File: config.mk
export PLATFORM = sky130hd
export DESIGN_NAME = sobel_frame_scheduler
export DESIGN_NICKNAME = d
export VERILOG_FILES = /design/src/rtl/sobel_frame_scheduler.sv
export SDC_FILE = /design/constraint.sdc
export NUM_CORES = 1
export LEC_CHECK = 0
export CORE_MARGIN = 2
export CORE_UTILIZATION = 45
export DETAILED_ROUTE_END_ITERATION = 10
export PLACE_DENSITY = 0.77
export SLEW_MARGIN = 20
export SYNTH_ARGS = -nofsm -noshare
export SYNTH_HDL_FRONTEND = slang
export SYNTH_SLANG_ARGS = --single-unit
File: constraint.sdc
create_clock -name clock -period 4.7 [get_ports clock]
set_input_delay 0.705 -clock clock [delete_from_list [all_inputs] [get_ports clock]]
set_output_delay 0.705 -clock clock [all_outputs]
set_load 0.1 [all_outputs]
File: src/rtl/sobel_frame_scheduler.sv
// sobel_frame_scheduler: control FSM for a single Sobel frame.
// It receives IMG_W*IMG_H pixel bytes into the framebuffer, runs the Sobel
// engine on each interior pixel in raster order, hands each result to the
// transmitter, and then pulses done.
// Optional feature: define SOBEL_SCHED_TIMEOUT_EN to add a watchdog on the
// WAIT_CALC/WAIT_TX handshakes and an ERROR state that it can enter.
module sobel_frame_scheduler #(
  parameter int IMG_W          = 16,
  parameter int IMG_H          = 16,
  parameter int ADDR_W         = 8,
  parameter int TIMEOUT_CYCLES = 1000000
) (
  input  logic              clock,
  input  logic              reset,
  input  logic              start,
  input  logic              abort,
  input  logic              rx_pronto,
  output logic              rx_enable,
  output logic              fb_we,
  output logic [ADDR_W-1:0] fb_addr,
  output logic              sobel_calcula,
  input  logic              sobel_pronto,
  output logic              tx_partida,
  output logic              tx_enable,
  input  logic              tx_pronto,
  output logic              clean_counters,
  output logic              busy,
  output logic              done,
  output logic              erro,
  output logic [3:0]        db_estado
);

  localparam int CNT_W = ADDR_W + 1;
  localparam int CW    = $clog2(IMG_W);
  localparam int RW    = $clog2(IMG_H);

  localparam logic [CNT_W-1:0]  NPIX      = CNT_W'(IMG_W * IMG_H);
  localparam logic [ADDR_W-1:0] LAST_ADDR = ADDR_W'(IMG_W * IMG_H - 1);
  localparam logic [CW-1:0]     COL_LAST  = CW'(IMG_W - 3);
  localparam logic [RW-1:0]     ROW_LAST  = RW'(IMG_H - 3);

  typedef enum logic [3:0] {
    S_IDLE      = 4'd0,
    S_CLEAR     = 4'd1,
    S_RECEIVE   = 4'd2,
    S_CALC      = 4'd3,
    S_WAIT_CALC = 4'd4,
    S_SEND      = 4'd5,
    S_WAIT_TX   = 4'd6,
    S_DONE      = 4'd7
`ifdef SOBEL_SCHED_TIMEOUT_EN
    ,
    S_ERROR     = 4'd8
`endif
  } state_t;

  state_t             state;
  state_t             state_n;
  logic [CNT_W-1:0]   rx_count;
  logic [CNT_W-1:0]   rx_count_n;
  // Interior position, stored as an offset from pixel (1,1).
  logic [CW-1:0]      col;
  logic [CW-1:0]      col_n;
  logic [RW-1:0]      row;
  logic [RW-1:0]      row_n;
  logic               abort_seen;
  logic               wr_accept;
  logic               last_pix;
  logic [ADDR_W-1:0]  pix_addr;

`ifdef SOBEL_SCHED_TIMEOUT_EN
  localparam int WD_W = (TIMEOUT_CYCLES > 1) ? $clog2(TIMEOUT_CYCLES) : 1;
  localparam logic [WD_W-1:0] WD_LAST = WD_W'(TIMEOUT_CYCLES - 1);

  logic [WD_W-1:0] wd_count;
  logic            timeout_hit;

  assign timeout_hit = (wd_count == WD_LAST);

  // Watchdog: counts consecutive cycles spent in one handshake-wait state.
  always_ff @(posedge clock or negedge reset) begin
    if (!reset) begin
      wd_count <= '0;
    end else if ((state == S_WAIT_CALC && state_n == S_WAIT_CALC) ||
                 (state == S_WAIT_TX   && state_n == S_WAIT_TX)) begin
      wd_count <= wd_count + 1'b1;
    end else begin
      wd_count <= '0;
    end
  end
`endif

  assign db_estado = state;

  // Next-state, counter updates and next interior address.
  always_comb begin
    state_n    = state;
    rx_count_n = rx_count;
    col_n      = col;
    row_n      = row;
    wr_accept  = (state == S_RECEIVE) && rx_pronto && !abort && (rx_count < NPIX);
    last_pix   = (col == COL_LAST) && (row == ROW_LAST);

    if (abort && state != S_IDLE) begin
      state_n = S_CLEAR;
    end else begin
      case (state)
        S_IDLE:      if (start) state_n = S_CLEAR;
        S_CLEAR:     state_n = abort_seen ? S_IDLE : S_RECEIVE;
        // fb_we/fb_addr show the write issued this cycle, so the final
        // address being written marks the end of reception.
        S_RECEIVE:   if (fb_we && fb_addr == LAST_ADDR) state_n = S_CALC;
        S_CALC:      state_n = S_WAIT_CALC;
        S_WAIT_CALC: begin
          if (sobel_pronto) state_n = S_SEND;
`ifdef SOBEL_SCHED_TIMEOUT_EN
          else if (timeout_hit) state_n = S_ERROR;
`endif
        end
        S_SEND:      state_n = S_WAIT_TX;
        S_WAIT_TX: begin
          if (tx_pronto) begin
            if (last_pix) begin
              state_n = S_DONE;
            end else begin
              state_n = S_CALC;
              if (col == COL_LAST) begin
                col_n = '0;
                row_n = row + 1'b1;
              end else begin
                col_n = col + 1'b1;
              end
            end
          end
`ifdef SOBEL_SCHED_TIMEOUT_EN
          else if (timeout_hit) state_n = S_ERROR;
`endif
        end
        S_DONE:      state_n = S_IDLE;
`ifdef SOBEL_SCHED_TIMEOUT_EN
        S_ERROR:     if (start) state_n = S_CLEAR;
`endif
        default:     state_n = S_IDLE;
      endcase
    end

    if (wr_accept) rx_count_n = rx_count + 1'b1;

    if (state_n == S_CLEAR) begin
      rx_count_n = '0;
      col_n      = '0;
      row_n      = '0;
    end

    pix_addr = ADDR_W'((int'(row_n) + 1) * IMG_W + int'(col_n) + 1);
  end

  // State, counters and registered outputs; outputs follow the state being entered.
  always_ff @(posedge clock or negedge reset) begin
    if (!reset) begin
      state          <= S_IDLE;
      rx_count       <= '0;
      col            <= '0;
      row            <= '0;
      abort_seen     <= 1'b0;
      rx_enable      <= 1'b0;
      fb_we          <= 1'b0;
      fb_addr        <= '0;
      sobel_calcula  <= 1'b0;
      tx_partida     <= 1'b0;
      tx_enable      <= 1'b0;
      clean_counters <= 1'b0;
      busy           <= 1'b0;
      done           <= 1'b0;
    end else begin
      state          <= state_n;
      rx_count       <= rx_count_n;
      col            <= col_n;
      row            <= row_n;
      if (state_n == S_CLEAR) abort_seen <= abort && (state != S_IDLE);
      rx_enable      <= (state_n == S_RECEIVE);
      fb_we          <= wr_accept;
      if (wr_accept)                fb_addr <= rx_count[ADDR_W-1:0];
      else if (state_n == S_CALC)   fb_addr <= pix_addr;
      else if (state_n == S_CLEAR)  fb_addr <= '0;
      sobel_calcula  <= (state_n == S_CALC);
      tx_partida     <= (state_n == S_SEND);
      tx_enable      <= (state_n == S_SEND) || (state_n == S_WAIT_TX);
      clean_counters <= (state_n == S_CLEAR);
      done           <= (state_n == S_DONE);
`ifdef SOBEL_SCHED_TIMEOUT_EN
      busy           <= (state_n != S_IDLE) && (state_n != S_ERROR);
`else
      busy           <= (state_n != S_IDLE);
`endif
    end
  end

`ifdef SOBEL_SCHED_TIMEOUT_EN
  // Error flag: set on entering ERROR, cleared when ERROR is left.
  always_ff @(posedge clock or negedge reset) begin
    if (!reset) erro <= 1'b0;
    else        erro <= (state_n == S_ERROR);
  end
`else
  assign erro = 1'b0;
`endif

endmodule

==> results.md <==
- Outcome: finished, final reports clean
- Clock group share of total power: about a third
- Tcrit/Tclk final: between 70% and 80%
- Wire per inst: about 16 µm
- DR iter-0 viols: 82
- CTS tree: done
- Flop pwr share: 49.6%
- Nets: around 270
- Clk sink count: 38
- CP cell instances: clkdlybuf4s50_1 > nor3_1 > and3b_1 > buf_4 > nor2_1 > ha_1 > nand2_1 > nand4b_1 > a21oi_2 > xnor2_1 > o211ai_2
- Max Used Layer: met4
- GR Util All Layers: just under 20%
- Synth cell types: 54
- Pre-CTS setup slack: 1010 ps
- Slowest-stage cell, CP: nor3_1
- RSZ-0062 raised after global routing: no
- Metal3 WL: 127 µm
- Simple-gate share of the synthesized area: 23.6%
- Post-CTS Setup Repair Bufs: 0
- Initial antenna violation count: 0
- Worst EP arrival: ~3600 ps
- CP Data Required Time: between 4000 and 5000 ps
- Vias in the first global route: 1667
- Wl on met1: 2220 µm
- Internal power component: about 480 µW
- Max FO, Critical Path: 18
- Number of port buffers: 26
- CTS Buffer Depth: 2
- Syn Std Cell Area: around 0.0021 mm²
- Sequential-to-total area share from yosys stat: between 40 and 50%
- EDFF count, synth: 0
- Slew @ Worst Pin: approximately 980 ps
- # diodes: 0
- Post-synth ARST share: between 90% and 100%
- Final min period: around 3400 ps
- Worst path max stage delay: roughly 630 ps
- XOR/XNOR Fraction of Synth Area: 5.33%
- # DRC: 0
- H-tree level count: 2
- Share of the synthesized area in the top cell type: between 40 and 50%
- DR WL met2: 2380 µm
- Hold_buf cts: 0
- Core footprint: 0.00466 mm²
- 1st-pass router iterations: 4
- Clock Skew: about 6.3 ps
- Root cell of the clock tree: clkbuf_8
- Setup_tns: 0 ps
- Comb pwr share: 16.4%
- Most frequent cell after synthesis: dfrtp_1
- Global-route wire length before repair: between 7000 and 8000 µm
- Compound-Gate Fraction of Synth Area: 16.3%
- Via count: roughly 1700
- Fraction of synthesized area in multiplexers: 1.99%
- YS warnings: 0
- Cells after Synth: 223
- Slew Limit Headroom: between 30% and 40%
- Peak Freq: 293 MHz
- Worst setup path category: primary input to flip-flop
- PD cells: approximately 280 mW/mm²
- Die Ht: 72.9 µm
- DRT Wirelength: between 4000 and 5000 µm
- # IOs: 28
- Max-Cap Viols: 0
- Clock transition at path regs: around 80 ps
- Detailed placement HPWL: approximately 3500 µm
- Largest net degree at the start of global routing: 39
- Total CTS buffers: 5
- Layout overhead on the synthesized area: 18.0%
- Sw power: between 200 and 250 µW
- Post-synth top area cell: dfrtp_1
- Final setup vio count: 0
- Hold violation count in the final report: 0
- Sw frac: between 30% and 40%
- Final Cell Area: about 0.0025 mm²
- Most used flip-flop cell after synthesis: dfrtp_1
- Worst skew pair latency: roughly 290 ps
- Gr ovfl total: 0
- Dpl cell area: roughly 0.0024 mm²
- Critical path capture point type: flip-flop
- Peak supply drop: a little under 200 µV
- Top post-synthesis cells by area: dfrtp_1, nor2_1, ha_1
- Starting Density: 45.8%
- Combinational family with the most area after synthesis: simple AND/OR/NAND/NOR gates
- Post-CTS sizing: 0
- Worst setup SP type: primary input
- Pleak: roughly 1.1 nW
- Die ar.: roughly 0.0053 mm²
- Share of cells above drive strength 1: around 8%
- Seq cells post-synth: 38
- Placer congestion estimate: roughly 0.78
- Row count: 25
- Post-synth top cells: dfrtp_1, nor2_1, nand2_1
- Adder-Cell Fraction of Synth Area: ~4.7%
- Tightest Hold Check Type: primary input to asynchronous set/reset pin
- Tot Pwr: between 600 and 700 µW
- Post-route ant nets: 0
- Die Wd: between 70 and 80 µm
- Final worst slack: 1290 ps
- Via/cell ratio: around 5.7
- Max-slew violations: 0
- Mean Syn Cell Area: around 9.6 µm²
[cells by family after synthesis]
kind of cell	after synthesis
and+or+nand+nor	95
AOI/OAI and AO/OA	48
DFF	38
buffers and inverters	16
xor gates and xnor gates	13
adders and majority gates	8
muxes	4
other	1
[state kept, by name (all words and copies together), names as in the netlist, 4 cells and up]
register   cells
row            4
col            4
fb_addr        8
rx_count       9
db_estado      4
[metal layers]
| layer | track usage (%) | vias to the layer above |
|---|---|---|
| li1 | - | 854 |
| met1 | 26.4 | 853 |
| met3 | 3.87 | 6 |
| met4 | 7.00 | 0 |
| met5 | 0 | - |
| met2 | 31.4 | 26 |
[worst paths after layout]
kind	startpoint	endpoint	slack (ps)	depth (start not counted)
max in group asynchronous	reset	fb_addr[5]	3660	1
min	reset	db_estado[3]	510	1
max	abort	fb_addr[6]	1290	11
min reg2reg	rx_count[8]	rx_count[8]	540	2
max reg2reg	col[1]	fb_addr[6]	1380	14
min in group clock	rx_count[8]	rx_count[8]	540	2
[power by group through the flow]
| stage | clock network (mW) | registers (mW) | logic, mW |
|---|---|---|---|
| after floorplan | 0 | 0.393 | 0.0382 |
| after global placement | 0 | 0.350 | 0.113 |
| after detailed placement | 0 | 0.350 | 0.114 |
| after CTS | 0.241 | 0.344 | 0.114 |
| after global routing | 0.255 | 0.345 | 0.121 |
| final | 0.236 | 0.344 | 0.114 |
[placed cells by master (no fill, tap or decap), types with 3 or more instances in the layout]
cell,instances
nand4_1,5
nand3_1,12
nor3_1,4
nor2b_1,3
nand4b_1,4
o21ai_0,6
dfrtp_1,38
nand2_1,19
clkdlybuf4s50_1,25
nor2_1,27
xnor2_1,7
clkbuf_8,6
o31ai_1,3
a21oi_1,14
or3_1,4
xor2_1,6
ha_1,8
a31oi_1,6
inv_1,8
and3_1,4
[final cells by class]
class	count	area (µm²)
Fill cell	421	2140
Multi-Input combinational cell	170	1110
Sequential cell	38	951
Timing Repair Buffer	27	263
Clock buffer	6	82.6
Tap cell	54	67.6
Inverter	8	30.0
Clock inverter	2	12.5
[worst max-delay path, delay by kind of cell]
family                     cells  cell delay (ps)
buffers and inverters          2              770
adders and majority gates      1              260
AOI/OAI and AO/OA              2              280
and+or+nand+nor                5             1420
xor gates and xnor gates       1              150
[per-stage QoR]
stage	std cells	hold slack (ps)	utilization, %
finish	305	512	54.1
global route	305	582	54.1
CTS	305	537	54.1
detailed placement	297	527	52.1
global placement	297	508	52.1
floorplan	224	409	-
Power figures use the tool's default switching activity.
